===== src/rtl/fetch_sequencer_pkg.sv =====
// rtl/fetch_sequencer_pkg.sv - shared state encodings and constants for the fetch sequencer
package fetch_sequencer_pkg;

  localparam logic [1:0] ST_ISSUE  = 2'd0;
  localparam logic [1:0] ST_WAIT   = 2'd1;
  localparam logic [1:0] ST_HOLD   = 2'd2;
  localparam logic [1:0] ST_HALTED = 2'd3;

  localparam logic [15:0] NOP_INSTR = 16'h0800;

  // Instructions are halfword aligned; bit 0 of any target is meaningless.
  function automatic logic [15:0] align_pc(input logic [15:0] addr);
    return addr & 16'hFFFE;
  endfunction

endpackage


===== src/rtl/fetch_sequencer_if.sv =====
// rtl/fetch_sequencer_if.sv - instruction memory request/response bus
interface fetch_sequencer_if;

  logic        imem_req;
  logic [15:0] imem_addr;
  logic        imem_done;
  logic [15:0] imem_data;

  modport master (output imem_req, output imem_addr, input imem_done, input imem_data);
  modport slave  (input imem_req, input imem_addr, output imem_done, output imem_data);

endinterface


===== src/rtl/fetch_sequencer_rca_16b.sv =====
// rtl/fetch_sequencer_rca_16b.sv - 16-bit ripple-carry adder; carry out is discarded so sums wrap
module fetch_sequencer_rca_16b (
  input  logic [15:0] a,
  input  logic [15:0] b,
  input  logic        c_in,
  output logic [15:0] sum
);

  logic [15:0] carry;

  assign carry[0] = c_in;

  for (genvar i = 0; i < 16; i++) begin : g_sum
    assign sum[i] = a[i] ^ b[i] ^ carry[i];
  end

  for (genvar i = 0; i < 15; i++) begin : g_carry
    assign carry[i+1] = (a[i] & b[i]) | (carry[i] & (a[i] ^ b[i]));
  end

endmodule


===== src/rtl/fetch_sequencer.sv =====
// rtl/fetch_sequencer.sv - PC owner and instruction fetch sequencer between the PC adder and IF/ID
module fetch_sequencer
  import fetch_sequencer_pkg::*;
#(
  parameter logic [15:0] RESET_PC = 16'h0000
) (
  input  logic              clk,
  input  logic              rst,
  input  logic              stall,
  input  logic              halt,
  input  logic              redirect_valid,
  input  logic [15:0]       redirect_pc,
  fetch_sequencer_if.master imem,
  output logic [15:0]       pc,
  output logic [15:0]       instr,
  output logic [15:0]       instr_pc_plus2,
  output logic              instr_valid,
  output logic              halted
);

  logic [1:0]  state_q, state_d;
  logic [15:0] pc_q, pc_d;
  logic [15:0] instr_q, instr_d;
  logic [15:0] ipp2_q, ipp2_d;
  logic        instr_valid_q, instr_valid_d;
  logic [15:0] hold_q, hold_d;
  logic        redir_pend_q, redir_pend_d;
  logic [15:0] redir_pc_q, redir_pc_d;
  logic        halted_q, halted_d;

  logic [15:0] pc_plus2;
  logic [15:0] redirect_tgt;
  logic [15:0] done_tgt;
  logic        issue_req;

  fetch_sequencer_rca_16b u_pc_adder (
    .a    (pc_q),
    .b    (16'h0002),
    .c_in (1'b0),
    .sum  (pc_plus2)
  );

  assign redirect_tgt = align_pc(redirect_pc);
  // A live redirect is newer than any pending one.
  assign done_tgt     = redirect_valid ? redirect_tgt : redir_pc_q;

  always_comb begin
    state_d       = state_q;
    pc_d          = pc_q;
    instr_d       = instr_q;
    ipp2_d        = ipp2_q;
    instr_valid_d = stall ? instr_valid_q : 1'b0;
    hold_d        = hold_q;
    redir_pend_d  = redir_pend_q;
    redir_pc_d    = redir_pc_q;
    halted_d      = halted_q;
    issue_req     = 1'b0;

    case (state_q)
      ST_ISSUE: begin
        if (redirect_valid) begin
          pc_d          = redirect_tgt;
          instr_valid_d = 1'b0;
        end else if (halt) begin
          state_d       = ST_HALTED;
          halted_d      = 1'b1;
          instr_valid_d = 1'b0;
        end else if (!stall) begin
          issue_req = 1'b1;
          state_d   = ST_WAIT;
        end
      end
      ST_WAIT: begin
        if (imem.imem_done) begin
          if (redir_pend_q || redirect_valid) begin
            instr_valid_d = 1'b0;
            pc_d          = done_tgt;
            redir_pend_d  = 1'b0;
            state_d       = ST_ISSUE;
          end else if (halt) begin
            instr_valid_d = 1'b0;
            halted_d      = 1'b1;
            state_d       = ST_HALTED;
          end else if (stall) begin
            hold_d  = imem.imem_data;
            state_d = ST_HOLD;
          end else begin
            instr_d       = imem.imem_data;
            ipp2_d        = pc_plus2;
            instr_valid_d = 1'b1;
            pc_d          = pc_plus2;
            state_d       = ST_ISSUE;
          end
        end else if (redirect_valid) begin
          redir_pend_d = 1'b1;
          redir_pc_d   = redirect_tgt;
        end
      end
      ST_HOLD: begin
        if (redirect_valid) begin
          instr_valid_d = 1'b0;
          pc_d          = redirect_tgt;
          state_d       = ST_ISSUE;
        end else if (!stall) begin
          instr_d       = hold_q;
          ipp2_d        = pc_plus2;
          instr_valid_d = 1'b1;
          pc_d          = pc_plus2;
          state_d       = ST_ISSUE;
        end
      end
      default: begin
        instr_valid_d = 1'b0;
      end
    endcase
  end

  always_ff @(posedge clk or negedge rst) begin
    if (!rst) begin
      state_q       <= ST_ISSUE;
      pc_q          <= RESET_PC;
      instr_q       <= NOP_INSTR;
      ipp2_q        <= 16'h0000;
      instr_valid_q <= 1'b0;
      hold_q        <= 16'h0000;
      redir_pend_q  <= 1'b0;
      redir_pc_q    <= 16'h0000;
      halted_q      <= 1'b0;
    end else begin
      state_q       <= state_d;
      pc_q          <= pc_d;
      instr_q       <= instr_d;
      ipp2_q        <= ipp2_d;
      instr_valid_q <= instr_valid_d;
      hold_q        <= hold_d;
      redir_pend_q  <= redir_pend_d;
      redir_pc_q    <= redir_pc_d;
      halted_q      <= halted_d;
    end
  end

  // Request is a combinational pulse from ISSUE, masked while reset is held.
  assign imem.imem_req  = issue_req && rst;
  assign imem.imem_addr = pc_q;

  assign pc             = pc_q;
  assign instr          = instr_q;
  assign instr_pc_plus2 = ipp2_q;
  assign instr_valid    = instr_valid_q;
  assign halted         = halted_q;

endmodule


===== src/flat_wrapper.sv =====
// flat-port wrapper written by rule: the top's interface ports become plain ports
module fetch_sequencer_flat import fetch_sequencer_pkg::*;
#(
  parameter logic [15:0] RESET_PC = 16'h0000
)
  (clk, rst, stall, halt, redirect_valid, redirect_pc, pc, instr, instr_pc_plus2, instr_valid, halted, imem_imem_req, imem_imem_addr, imem_imem_done, imem_imem_data);
  fetch_sequencer_if imem_i ();
  input  logic clk;
  input  logic rst;
  input  logic stall;
  input  logic halt;
  input  logic redirect_valid;
  input  logic [15:0] redirect_pc;
  output logic [15:0] pc;
  output logic [15:0] instr;
  output logic [15:0] instr_pc_plus2;
  output logic instr_valid;
  output logic halted;
  output wire logic [$bits(imem_i.imem_req)-1:0] imem_imem_req;
  output wire logic [$bits(imem_i.imem_addr)-1:0] imem_imem_addr;
  input wire logic [$bits(imem_i.imem_done)-1:0] imem_imem_done;
  input wire logic [$bits(imem_i.imem_data)-1:0] imem_imem_data;
  assign imem_imem_req = imem_i.imem_req;
  assign imem_imem_addr = imem_i.imem_addr;
  assign imem_i.imem_done = imem_imem_done;
  assign imem_i.imem_data = imem_imem_data;
  fetch_sequencer #(.RESET_PC(RESET_PC)) u_core (.clk(clk), .rst(rst), .stall(stall), .halt(halt), .redirect_valid(redirect_valid), .redirect_pc(redirect_pc), .imem(imem_i), .pc(pc), .instr(instr), .instr_pc_plus2(instr_pc_plus2), .instr_valid(instr_valid), .halted(halted));
endmodule

===== config.mk =====
export PLATFORM = sky130hd
export DESIGN_NAME = fetch_sequencer_flat
export DESIGN_NICKNAME = d
export VERILOG_FILES = /design/src/rtl/fetch_sequencer_pkg.sv /design/src/rtl/fetch_sequencer_if.sv /design/src/rtl/fetch_sequencer_rca_16b.sv /design/src/rtl/fetch_sequencer.sv /design/src/flat_wrapper.sv
export SDC_FILE = /design/constraint.sdc
export NUM_CORES = 1
export LEC_CHECK = 0
export ABC_AREA = 1
export CAP_MARGIN = 20
export CORE_MARGIN = 2
export CORE_UTILIZATION = 25
export CTS_BUF_LIST = sky130_fd_sc_hd__clkbuf_16
export CTS_CLUSTER_SIZE = 8
export DETAILED_ROUTE_END_ITERATION = 6
export SLEW_MARGIN = 10
export SYNTH_ARGS = -nofsm -noshare
export SYNTH_HDL_FRONTEND = slang
export SYNTH_HIERARCHICAL = 1
export SYNTH_SLANG_ARGS = --single-unit

===== constraint.sdc =====
create_clock -name clk -period 7.3 [get_ports clk]
set_input_delay 0.73 -clock clk [delete_from_list [all_inputs] [get_ports clk]]
set_output_delay 0.73 -clock clk [all_outputs]
set_load 0.005 [all_outputs]

==> flow_metrics.env <==
export IMPL_status="finished clean"
export IMPL_grt_pass1_wl_mm=22.9
export IMPL_netlist_area_leader_share_pct=40.4
export IMPL_io_buffers=103
export IMPL_finalHoldViolations=0
export IMPL_drv_slew=0
export IMPL_yosys_most_used_dff="dfrtp_1"
export IMPL_fin_skew_ns=0.00827
export IMPL_dp_cells=1043
export IMPL_gp_congestion=0.823
export IMPL_antenna_found_initial=0
export IMPL_fin_util_pct=32.7
export IMPL_ys_ff_latch=85
export IMPL_dr_first_iter_drc_count=318
export IMPL_dp_hpwl_mm=10.1
export IMPL_grt_ovfl_total=0
export IMPL_p_int_uw=1670
export IMPL_yosys_warnings=6
export IMPL_nNetsFinal=841
export IMPL_critical_path_class="flip-flop to flip-flop"
export IMPL_power_density_nw_per_um2=440
export IMPL_cts_sinks=85
export IMPL_area_growth_synth_to_final_pct=27.7
export IMPL_hp_class="input pin to asynchronous set/reset pin"
export IMPL_clockRootBuffer="clkbuf_16"
export IMPL_fmax_ghz=0.152
export IMPL_critPathLaunchType="flip-flop"
export IMPL_ir_drop_v=0.000157
export IMPL_grt_max_degree=64
export IMPL_endpoint_kind="flip-flop"
export IMPL_h_tree_depth=3
export IMPL_sequentialPowerShare_pct=29.2
export IMPL_synth_area_um2=5200
export IMPL_via_per_inst=4.31
export IMPL_period_share_pct=89.9
export IMPL_synth_edf_count=0
export IMPL_crit_fanout=5
export IMPL_worstPathArrival_ns=6.84
export IMPL_synth_seq_area_share_pct=40.9
export IMPL_antenna_cells=0
export IMPL_wl_mm=14.2
export IMPL_final_cells=1059
export IMPL_drv_cap=0
export IMPL_synthTopCellsByArea="dfrtp_1, nand2_1, fa_1"
export IMPL_worst_r2r_setup_slack_ns=0.74
export IMPL_drive_gt1_share_pct=5.20
export IMPL_worstPathRequired_ns=7.58
export IMPL_vias=4565
export IMPL_die_area_um2=22000
export IMPL_pwr_share_comb_pct=54.2
export IMPL_row_count=52
export IMPL_synthCells=701
export IMPL_hold_buffers=0
export IMPL_wl_per_cell_um=13.4
export IMPL_finalCriticalPeriod_ns=6.56
export IMPL_cts_tree="yes"
export IMPL_synthArstFlopShare_pct=100
export IMPL_path_clk_slew_ns=0.07
export IMPL_relSlewSlack_pct=33.2
export IMPL_core_um2=20300
export IMPL_switching_share_pct=43.0
export IMPL_die_w_um=148
export IMPL_rsz0062_at_grt="no"
export IMPL_io_pins=105
export IMPL_initial_utilization_pct=25.6
export IMPL_p_clk_share_pct=16.6
export IMPL_grt_util_all_layers_pct=13.2
export IMPL_worstSkewPairLatency_ns=0.34
export IMPL_postRouteAntennaNets=0
export IMPL_yosysMostFrequentCell="nand2_1"
export IMPL_yosys_top_cells_count="nand2_1, dfrtp_1, inv_1"
export IMPL_clockBufferDepth=2
export IMPL_setup_tns_ns=0
export IMPL_report_power_total_uw=2920
export IMPL_drc=0
export IMPL_first_pass_iters=5
export IMPL_grt_pass1_vias=4213
export IMPL_yosysTopAreaCell="dfrtp_1"
export IMPL_worstMarginPinSlew_ns=1.00
export IMPL_post_cts_buffers=0
export IMPL_numCtsBuffers=9
export IMPL_die_height_um=148
export IMPL_synth_cell_type_count=29
export IMPL_p_leak_uw=0.00328
export IMPL_p_switching_uw=1260
export IMPL_whs_ns=0.282
export IMPL_avgSynthCellArea_um2=7.42
export IMPL_cts_resized=0
export IMPL_setup_viol=0
-- layer usage --
layer	share of wire [%]	routed length [um]	track usage [%]
met1	47	6610	18.1
met2	46	6570	20.4
met3	4.2	594	2.27
met4	2.9	407	5.81
met5	0	0	0
-- cells in the final DEF, fill, tap and decap left out, drive strengths merged, types with 2 or more instances in the layout --
cell type      netlist  layout
clkdlybuf4s50        0     102
inv                 60      62
nor2                23      23
nand2              322     322
dfrtp               84      84
bufinv               0       2
clkinv               0       2
o21ai               61      61
nand4               33      33
a21oi                5       5
clkbuf               6       9
conb                 2      19
fa                  15      15
buf                 47       6
ha                   4       4
nand3               36      36
-- stage by stage --
step	cell area, um2	setup slack [ns]
3_5_place_dp	6330	0.752
3_3_place_gp	6330	0.839
4_1_cts	6640	0.719
5_1_grt	6640	0.419
2_1_floorplan	5260	1.11
6_report	6640	0.738
-- cells by family (layout without fill, tap and decap cells) --
group / Yosys count / count (layout) / synth area share, %
AO/OA/AOI/OAI: 68 / 68 / 6.79
adder cells (fa/ha/maj): 19 / 19 / 6.74
buffers and inverters: 113 / 184 / 10.8
flip-flops: 85 / 85 / 40.9
other: 2 / 19 / 0.144
AND/OR/NAND/NOR: 414 / 414 / 34.6
-- sequential cells by signal, summed over array words and instances (netlist names) --
signal / flops
u_core/halted: 1
u_core/hold_q: 16
u_core/imem.imem_addr: 16
u_core/instr: 16
u_core/instr_pc_plus2: 16
u_core/instr_valid: 1
u_core/redir_pc_q: 16
u_core/redir_pend_q: 1
u_core/state_q: 2
-- worst paths after layout --
check | start | end | cells past startpoint
max in group asynchronous | rst | u_core/hold_q[10] | 2
min | rst | u_core/redir_pc_q[10] | 1
max | u_core/imem.imem_addr[1] | u_core/imem.imem_addr[15] | 25
min in group clk | u_core/instr_pc_plus2[5] | u_core/instr_pc_plus2[5] | 2
max reg2reg | u_core/imem.imem_addr[1] | u_core/imem.imem_addr[15] | 25
min reg2reg | u_core/instr_pc_plus2[5] | u_core/instr_pc_plus2[5] | 2
-- power groups by stage --
stage | combinational, uW | sequential (uW) | clock [uW]
2_1_floorplan | 1070 | 839 | 0
3_3_place_gp | 1570 | 860 | 0
3_5_place_dp | 1590 | 868 | 0
4_1_cts | 1590 | 860 | 496
5_1_grt | 1790 | 886 | 517
6_report | 1580 | 854 | 486
-- worst max-delay path, stage by stage, from the launching register on --
cell and delay [ns]:
dfrtp_1 0.43, fa_1 0.47, fa_1 0.40, fa_1 0.37, inv_1 0.07, fa_1 0.16, inv_1 0.06, fa_1 0.37
fa_1 0.40, fa_1 0.39, fa_1 0.39, fa_1 0.39, fa_1 0.38, fa_1 0.39, fa_1 0.39, fa_1 0.43
fa_1 0.41, inv_1 0.07, nand3_1 0.06, nand2_1 0.09, nand2_1 0.06, nand2_1 0.09, nand2_1 0.05, nand3_1 0.08
nand2_1 0.05, nand2_1 0.05
-- final cells by class --
cell class                      count  area (um2)
Fill cell                        2172       13700
Multi-Input combinational cell    520        2570
Sequential cell                    85        2130
Timing Repair Buffer              108        1070
Tap cell                          270         338
Clock buffer                        9         225
Inverter                           60         225
Clock inverter                      7        85.1
Note: power is estimated with default switching activity, not from simulation.
